**src/rtl/mul_div_unit.sv**
```systemverilog
// Iterative 32x32 multiply / divide with HI/LO result registers; fixed 33-cycle latency from start to result.
// No backpressure: start, mthi and mtlo are dropped while busy; mthi/mtlo take priority over start in IDLE.
module mul_div_unit (
  input  logic        clk,
  input  logic        reset,
  input  logic        start,
  input  logic [1:0]  op,
  input  logic [31:0] A,
  input  logic [31:0] B,
  input  logic        mthi,
  input  logic        mtlo,
  output logic        busy,
  output logic        done,
  output logic [31:0] HI,
  output logic [31:0] LO
);

  typedef enum logic [1:0] {IDLE, RUN, FIX} state_t;

  state_t      state, state_nxt;
  logic [4:0]  cnt;
  logic        launch, wr_res;
  logic        is_div, neg_q, neg_r, div_zero;
  logic [31:0] mc, acc_hi, acc_lo;
  logic [31:0] a_mag, b_mag;
  logic [32:0] mul_sum, div_shift, div_diff;
  logic        div_ok;
  logic [63:0] prod, prod_fix;
  logic [31:0] q_fix, r_fix, res_hi, res_lo;

  always_ff @(posedge clk or posedge reset) begin
    if (reset) state <= IDLE;
    else       state <= state_nxt;
  end

  always_comb begin
    state_nxt = state;
    launch    = 1'b0;
    wr_res    = 1'b0;
    busy      = 1'b0;
    case (state)
      IDLE: begin
        if (start && !mthi && !mtlo) begin
          launch    = 1'b1;
          state_nxt = RUN;
        end
      end
      RUN: begin
        busy = 1'b1;
        if (cnt == 5'd31) state_nxt = FIX;
      end
      FIX: begin
        busy      = 1'b1;
        wr_res    = 1'b1;
        state_nxt = IDLE;
      end
      default: state_nxt = IDLE;
    endcase
  end

  // Signed ops work on magnitudes; the sign is restored in FIX.
  assign a_mag = (op[0] && A[31]) ? (32'd0 - A) : A;
  assign b_mag = (op[0] && B[31]) ? (32'd0 - B) : B;

  // Multiply: acc_hi accumulates, acc_lo holds the multiplier and shifts in product bits.
  assign mul_sum = {1'b0, acc_hi} + (acc_lo[0] ? {1'b0, mc} : 33'd0);

  // Divide: acc_hi is the partial remainder, acc_lo shifts dividend out and quotient in.
  assign div_shift = {acc_hi, acc_lo[31]};
  assign div_diff  = div_shift - {1'b0, mc};
  assign div_ok    = ~div_diff[32];

  always_ff @(posedge clk or posedge reset) begin
    if (reset) begin
      cnt      <= 5'd0;
      is_div   <= 1'b0;
      neg_q    <= 1'b0;
      neg_r    <= 1'b0;
      div_zero <= 1'b0;
      mc       <= 32'd0;
      acc_hi   <= 32'd0;
      acc_lo   <= 32'd0;
    end else if (launch) begin
      cnt      <= 5'd0;
      is_div   <= op[1];
      neg_q    <= op[0] & (A[31] ^ B[31]);
      neg_r    <= op[0] & A[31];
      div_zero <= op[1] & (B == 32'd0);
      acc_hi   <= 32'd0;
      mc       <= op[1] ? b_mag : a_mag;
      acc_lo   <= op[1] ? a_mag : b_mag;
    end else if (state == RUN) begin
      cnt <= cnt + 5'd1;
      if (is_div) begin
        acc_hi <= div_ok ? div_diff[31:0] : div_shift[31:0];
        acc_lo <= {acc_lo[30:0], div_ok};
      end else begin
        acc_hi <= mul_sum[32:1];
        acc_lo <= {mul_sum[0], acc_lo[31:1]};
      end
    end
  end

  assign prod     = {acc_hi, acc_lo};
  assign prod_fix = neg_q ? (64'd0 - prod) : prod;
  // Divide by zero leaves |A| as remainder, so only the quotient needs forcing.
  assign q_fix    = div_zero ? 32'hFFFF_FFFF : (neg_q ? (32'd0 - acc_lo) : acc_lo);
  assign r_fix    = neg_r ? (32'd0 - acc_hi) : acc_hi;
  assign res_hi   = is_div ? r_fix : prod_fix[63:32];
  assign res_lo   = is_div ? q_fix : prod_fix[31:0];

  always_ff @(posedge clk or posedge reset) begin
    if (reset) begin
      HI   <= 32'd0;
      LO   <= 32'd0;
      done <= 1'b0;
    end else begin
      done <= wr_res;
      if (wr_res) begin
        HI <= res_hi;
        LO <= res_lo;
      end else if (state == IDLE) begin
        if (mthi) HI <= A;
        if (mtlo) LO <= A;
      end
    end
  end

endmodule

```
**config.mk**
```make
export PLATFORM = sky130hd
export DESIGN_NAME = mul_div_unit
export DESIGN_NICKNAME = d
export VERILOG_FILES = /design/src/rtl/mul_div_unit.sv
export SDC_FILE = /design/constraint.sdc
export NUM_CORES = 1
export LEC_CHECK = 0
export ABC_AREA = 1
export BUFFER_PORTS_ARGS = -buffer_cell sky130_fd_sc_hd__buf_2
export CAP_MARGIN = 20
export CORE_MARGIN = 2
export CORE_UTILIZATION = 35
export CTS_CLUSTER_DIAMETER = 200
export CTS_CLUSTER_SIZE = 24
export DETAILED_ROUTE_END_ITERATION = 6
export HOLD_SLACK_MARGIN = 0.08
export PLACE_DENSITY = 0.57
export SLEW_MARGIN = 40
export SYNTH_ARGS = -nofsm -noshare
export SYNTH_HDL_FRONTEND = slang
export SYNTH_SLANG_ARGS = --single-unit
```
**constraint.sdc**
```tcl
create_clock -name clk -period 11.6 [get_ports clk]
set_input_delay 2.9 -clock clk [delete_from_list [all_inputs] [get_ports clk]]
set_output_delay 2.9 -clock clk [all_outputs]
set_load 0.005 [all_outputs]
```
# == Word-level counts from Yosys, hierarchy flattened ==
# Cells that the tools add are included.
# word_totals
elab_cells,79
mem_bits_ro,0
out_inout_bits,66
n_memories,0
ff_bits,172
latchBits,0
mem_bits_rw,0
# op_classes
bitwise_logic,5
multipliers,0
order_cmp,0
add_sub_neg,8
n_eq_ne,5
n_reduce_logical,16
shift,0
muxes,33
div_mod_pow,0
# ops
op,n
2-to-1 mux 32 bit,23
"subtractor 1 x 32 -> 32 bit, first input constant",4
2-to-1 mux 64 bit,1
"subtractor 1 x 64 -> 64 bit, first input constant",1
adder 32 x 32 -> 33 bit,1
subtractor 33 x 32 -> 33 bit,1
zero test 32 bit,1
2-to-1 mux 5 bit,2
nonzero test 2 bit,4
AND reduction 2 bit,3
"adder 5 x 1 -> 5 bit, second input constant",1
"== test 5 bit, second input constant",1
logical AND 1 bit,4
2-to-1 mux 1 bit,4
2-to-1 mux 2 bit,2
"!= test 2 bit, second input constant",2
case mux 2 bit (2 select lines),1
bitwise AND 1 bit,3
"== test 2 x 1 -> 1 bit, second input constant",1
"== test 2 bit, second input constant",1
zero test 1 bit,2
zero test 2 bit,1
OR reduction 2 bit,1
NOT 1 bit,1
bitwise XOR 1 bit,1

# == Logic depth before layout (Yosys ltp) ==
# depth
word_depth,6
depth_mapped,21

# == Least setup slack after synthesis ==
# Ideal clock, no wire load.
# synth_path
kind,input to register
start,input A[0]
end,register acc_lo[30]
t_arrival_ns,4.226
setup_slack_ns,7.261
path_stages,12
setup_time_ns,0.113
t_required_ns,11.487
cell_sequence,inv_1 ha_1 nand3_1 nor3_1 nand3_1 nand2_1 nand3_1 xor2_1 nand2_1 nand3_1 nand2_1 inv_1
# synth_between
elab_chain_cells,4
# synth_lines
item,line,rtl
"start, declared",8,"input logic [31:0] A,"
subtractor 1 x 32 -> 32 bit,62,assign a_mag = (op[0] && A[31]) ? (32'd0 - A) : A;
2-to-1 mux 32 bit,62,
2-to-1 mux 32 bit,91,acc_lo <= op[1] ? a_mag : b_mag;
2-to-1 mux 32 bit,83,end else if (launch) begin
"end signal, assigned",91,
"end signal, assigned",96,"acc_lo <= {acc_lo[30:0], div_ok};"
"end signal, assigned",99,"acc_lo <= {mul_sum[0], acc_lo[31:1]};"
"end, declared",24,"logic [31:0] mc, acc_hi, acc_lo;"
# Every way passes these cells.
# A chain may end at the register's enable or synchronous reset.

# == Worst setup path in the final report ==
# layout_path
start,input mthi
end,register acc_lo[0]
# layout_between
elab_chain_cells,6
# layout_lines
item,line,rtl
"start, declared",10,"input logic mthi,"
zero test 1 bit (*),43,if (start && !mthi && !mtlo) begin
logical AND 1 bit (*) (2 in series),43,
2-to-1 mux 1 bit (*),43,
2-to-1 mux 1 bit (*),41,case (state)
2-to-1 mux 32 bit or nonzero test 2 bit (tied branches),--,
# Mark *: on every way between the ends. The rest lies on a longest branch, timed or not.

==> implementation parameters <==
Parameter                              Value

Detailed routing
  Post-DR wirelength/cell    21.9 um
  Remaining antenna violation count    0
  Number of vias after detailed routing    20.3k
  Wire length after detailed routing    81400 um
  Per-cell via count in the routed design    roughly 5.5
  Drt first pass iters    6
  # DRC    0
  DRC violation total after the first TritonRoute iteration    2494

Synth
  Number of nets in the synthesized netlist    3109
  Count of mapped cells out of synthesis    slightly below 3k
  Warnings, synthesis    0
  Sequential element share of the synthesized area    around a quarter
  Number of unique standard cell types used by synthesis    54
  Synth Flop Type    sky130_fd_sc_hd__dfrtp_1
  Number of synthesized register bits    172
  Post-synthesis cell area    17800 um^2
  Number of flops mapped to enable cells by yosys    0
  Fraction of synthesis flops using an asynchronous set or reset pin    100%
  Syn_area_per_cell    about 6.0 um^2

Critical path
  Worst Setup Start Kind    input port
  Ordered cell list for the critical path    buf_2, nand3b_1, nor2_2, buf_4, nor2_4, buf_4, inv_1, o21ai_0, a221oi_1, a22oi_2
  Delay of the slowest cell on the worst path    0.63 ns
  Critical-path top delay cell    sky130_fd_sc_hd__inv_1
  Most Frequent Cell on Critical Path    sky130_fd_sc_hd__buf_4
  Crit path max fanout    just over 50
  Critical path required time    11.92 ns
  CP Capture Type    flip-flop
  Crit Path Class    input port to flip-flop
  Arrival @ worst endpoint    5.31 ns

STA
  Accumulated negative setup slack    0 ns
  Min Hold Slack    around 0.46 ns
  Minimum clock period after layout    4.99 ns
  Max Clock Freq    roughly 200 MHz
  Share of the clock period used by the worst path after layout    a little over two fifths
  Final Max Slew Viols    0
  Setup repair after global routing missed its margin    false
  Worst clock skew    between 0.015 and 0.02 ns
  Least-Margin Pin Slew    between 0.8 and 0.9 ns
  Tightest slew margin relative to the limit    between 40 and 50%
  Hold Vio Cnt, Final    0
  Final setup violation count    0

CTS
  Clock tree from TritonCTS    yes
  Clk Latency, worst-skew pair    0.46 ns
  CTS Root Cell    sky130_fd_sc_hd__clkbuf_16
  Clock sink count    172
  Number of hold-repair buffers added at the cts stage    0
  Longest Clk Path Bufs    2
  CTS clk-pin slew, worst paths    0.08 ns
  Clock buffer count from CTS    17
  Post-CTS setup repair buffer count    0
  Post-CTS Resized    0
  Depth of the CTS H-tree    4

Cells and area
  P&R area growth vs syn    10.6%
  Final net count    roughly 3.2k
  Post-layout util    39.2%
  Share of final-layout standard cells stronger than drive strength 1    9.27%
  Antenna cell count    0
  Summed area of non-filler cells in the final layout    a little under 20000 um^2
  Fillers    5564

Global routing
  Via count of the first global-routing pass    18.8k
  Overall routing resource usage    30.6%
  First-pass GRT wire length    121000 um
  Antenna violations before repair    1
  Pin count of the biggest net entering global routing    66
  Remaining Overflow, GRT    0

Die
  Core footprint    50200 um^2
  Die area    52600 um^2
  Number of top-level design ports    137
  Die Width    229 um
  Vertical die dimension    229 um
  Number of rows created at floorplan    82
  Initial core utilization    35.4%

Status
  Status    complete, no violations

Placement
  DP Wirelength    between 60000 and 70000 um
  Number of port buffers    roughly 140
  Cell area after placement    ~19000 um^2
  Final estimated routing congestion in global placement    1.01

Job
  Number of max-capacitance violations reported    0

Power and ir drop
  Power density over cell area    325 nW/um^2
  Tot Pwr    6.39 mW
  Leakage power summed over all cells    10.3 nW
  Maximum ir drop on the vdd rail    approximately 0.18 mV

Hold path
  Hold/Removal Path Class    flip-flop to flip-flop
-- per-layer routing --
| metal | vias up | wire [um] | global-route usage (%) |
|---|---|---|---|
| li1 | 9702 | - | - |
| met1 | 9461 | 35900 | 43.0 |
| met2 | 1004 | 35200 | 46.9 |
| met3 | 133 | 6780 | 4.48 |
| met4 | 2 | 3540 | 12.7 |
| met5 | - | 13 | 0 |
-- cell usage after synthesis, types with 7 or more instances --
master / number / share of area, %
sky130_fd_sc_hd__nand2_1: 969 / 20
sky130_fd_sc_hd__a21oi_1: 116 / 3.3
sky130_fd_sc_hd__ha_1: 73 / 5.1
sky130_fd_sc_hd__o211ai_1: 57 / 2.4
sky130_fd_sc_hd__buf_2: 12 / 0.34
sky130_fd_sc_hd__nand3b_1: 21 / 0.89
sky130_fd_sc_hd__buf_1: 18 / 0.38
sky130_fd_sc_hd__nand3_2: 15 / 0.84
sky130_fd_sc_hd__clkbuf_1: 62 / 1.3
sky130_fd_sc_hd__nor2_2: 12 / 0.42
sky130_fd_sc_hd__o21ai_1: 14 / 0.39
sky130_fd_sc_hd__or2_2: 7 / 0.25
sky130_fd_sc_hd__xnor2_1: 11 / 0.54
sky130_fd_sc_hd__nand3_1: 261 / 7.3
sky130_fd_sc_hd__xor2_1: 61 / 3.0
sky130_fd_sc_hd__o2111ai_1: 9 / 0.44
sky130_fd_sc_hd__o21bai_1: 26 / 1.1
sky130_fd_sc_hd__inv_2: 14 / 0.30
sky130_fd_sc_hd__nor2_1: 254 / 5.4
sky130_fd_sc_hd__o21ai_0: 166 / 4.7
sky130_fd_sc_hd__dfrtp_1: 172 / 24
sky130_fd_sc_hd__o221ai_1: 18 / 0.89
sky130_fd_sc_hd__a22oi_1: 9 / 0.38
sky130_fd_sc_hd__inv_1: 421 / 8.9
sky130_fd_sc_hd__o22ai_1: 12 / 0.42
sky130_fd_sc_hd__nand4_1: 30 / 1.1
sky130_fd_sc_hd__nor3_1: 40 / 1.1
sky130_fd_sc_hd__nand2_2: 18 / 0.63
-- path summary, 6_finish.rpt --
path,start,to,slack [ns],cells past startpoint
max,mthi,acc_lo[0]$_DFFE_PP0P_,6.61,10
min,cnt[3]$_DFFE_PP0P_,cnt[3]$_DFFE_PP0P_,0.46,1
max reg2reg,acc_hi[0]$_DFFE_PP0P_,acc_hi[29]$_DFFE_PP0P_,8.20,15
min reg2reg,cnt[3]$_DFFE_PP0P_,cnt[3]$_DFFE_PP0P_,0.46,1
max in group asynchronous,reset,is_div$_DFFE_PP0P_,7.26,4
min in group asynchronous,reset,HI[4]$_DFFE_PP0P_,2.51,2
-- report_power, final --
part	total [mW]	internal [mW]	switching, mW
Combinational	4.46	1.38	3.07
Sequential	1.31	0.883	0.425
Clock	0.628	0.331	0.297
-- critical path: cells and delay by family --
kind / cells / cell delay [ns]
AO/OA/AOI/OAI: 3 / 0.57
buffers and inverters: 4 / 1.49
AND/OR/NAND/NOR: 3 / 0.32
-- per-stage QoR --
step / cells / setup slack (ns)
detailed placement: 3693 / 6.16
global placement: 3693 / 6.09
global route: 3725 / 6.49
floorplan: 2963 / 4.04
CTS: 3725 / 6.64
finish: 3725 / 6.61
-- flip-flops by register name, summed over array words and instances, names as in the netlist --
name and flops:
LO 32, HI 32, acc_lo 32, neg_q 1, neg_r 1, is_div 1
cnt 5, mc 32, state 2, done 1, acc_hi 32, div_zero 1
-- layout make-up --
cell class	instances	area [um^2]	area share [%]
tap	672	841	4.28
clock inverter	15	199	1.01
sequential	172	4310	21.9
multi-input combinational	2254	11400	58.0
timing repair buffer	156	835	4.24
inverter	439	1660	8.44
clock buffer	17	425	2.16
-- kinds of logic after synthesis --
logic type / count (synthesis) / synth area share, %
xor gates and xnor gates: 72 / 3.55
adders and majority gates: 75 / 5.36
and+or+nand+nor: 1653 / 39.8
AOI/OAI and AO/OA: 454 / 15.3
buffers and inverters: 537 / 11.8
DFF: 172 / 24.2
-- cell usage in the layout (no fill, tap or decap), types with 9 or more instances in the layout --
| cell | count |
|---|---|
| sky130_fd_sc_hd__inv_1 | 417 |
| sky130_fd_sc_hd__nor2_1 | 252 |
| sky130_fd_sc_hd__xnor2_1 | 11 |
| sky130_fd_sc_hd__nand4_1 | 30 |
| sky130_fd_sc_hd__dfrtp_1 | 171 |
| sky130_fd_sc_hd__nand2_1 | 968 |
| sky130_fd_sc_hd__clkbuf_16 | 17 |
| sky130_fd_sc_hd__nand2_2 | 19 |
| sky130_fd_sc_hd__o22ai_1 | 12 |
| sky130_fd_sc_hd__o221ai_1 | 18 |
| sky130_fd_sc_hd__o211ai_1 | 57 |
| sky130_fd_sc_hd__nor2_2 | 12 |
| sky130_fd_sc_hd__a21oi_1 | 116 |
| sky130_fd_sc_hd__nand3_1 | 261 |
| sky130_fd_sc_hd__o21ai_0 | 166 |
| sky130_fd_sc_hd__buf_4 | 19 |
| sky130_fd_sc_hd__nor3_1 | 40 |
| sky130_fd_sc_hd__buf_2 | 136 |
| sky130_fd_sc_hd__o21ai_1 | 14 |
| sky130_fd_sc_hd__o21bai_1 | 26 |
| sky130_fd_sc_hd__o2111ai_1 | 9 |
| sky130_fd_sc_hd__nand3b_1 | 21 |
| sky130_fd_sc_hd__inv_2 | 15 |
| sky130_fd_sc_hd__nand3_2 | 15 |
| sky130_fd_sc_hd__ha_1 | 72 |
| sky130_fd_sc_hd__xor2_1 | 61 |
| sky130_fd_sc_hd__a22oi_1 | 9 |
Note: power is estimated with default switching activity, not from simulation.
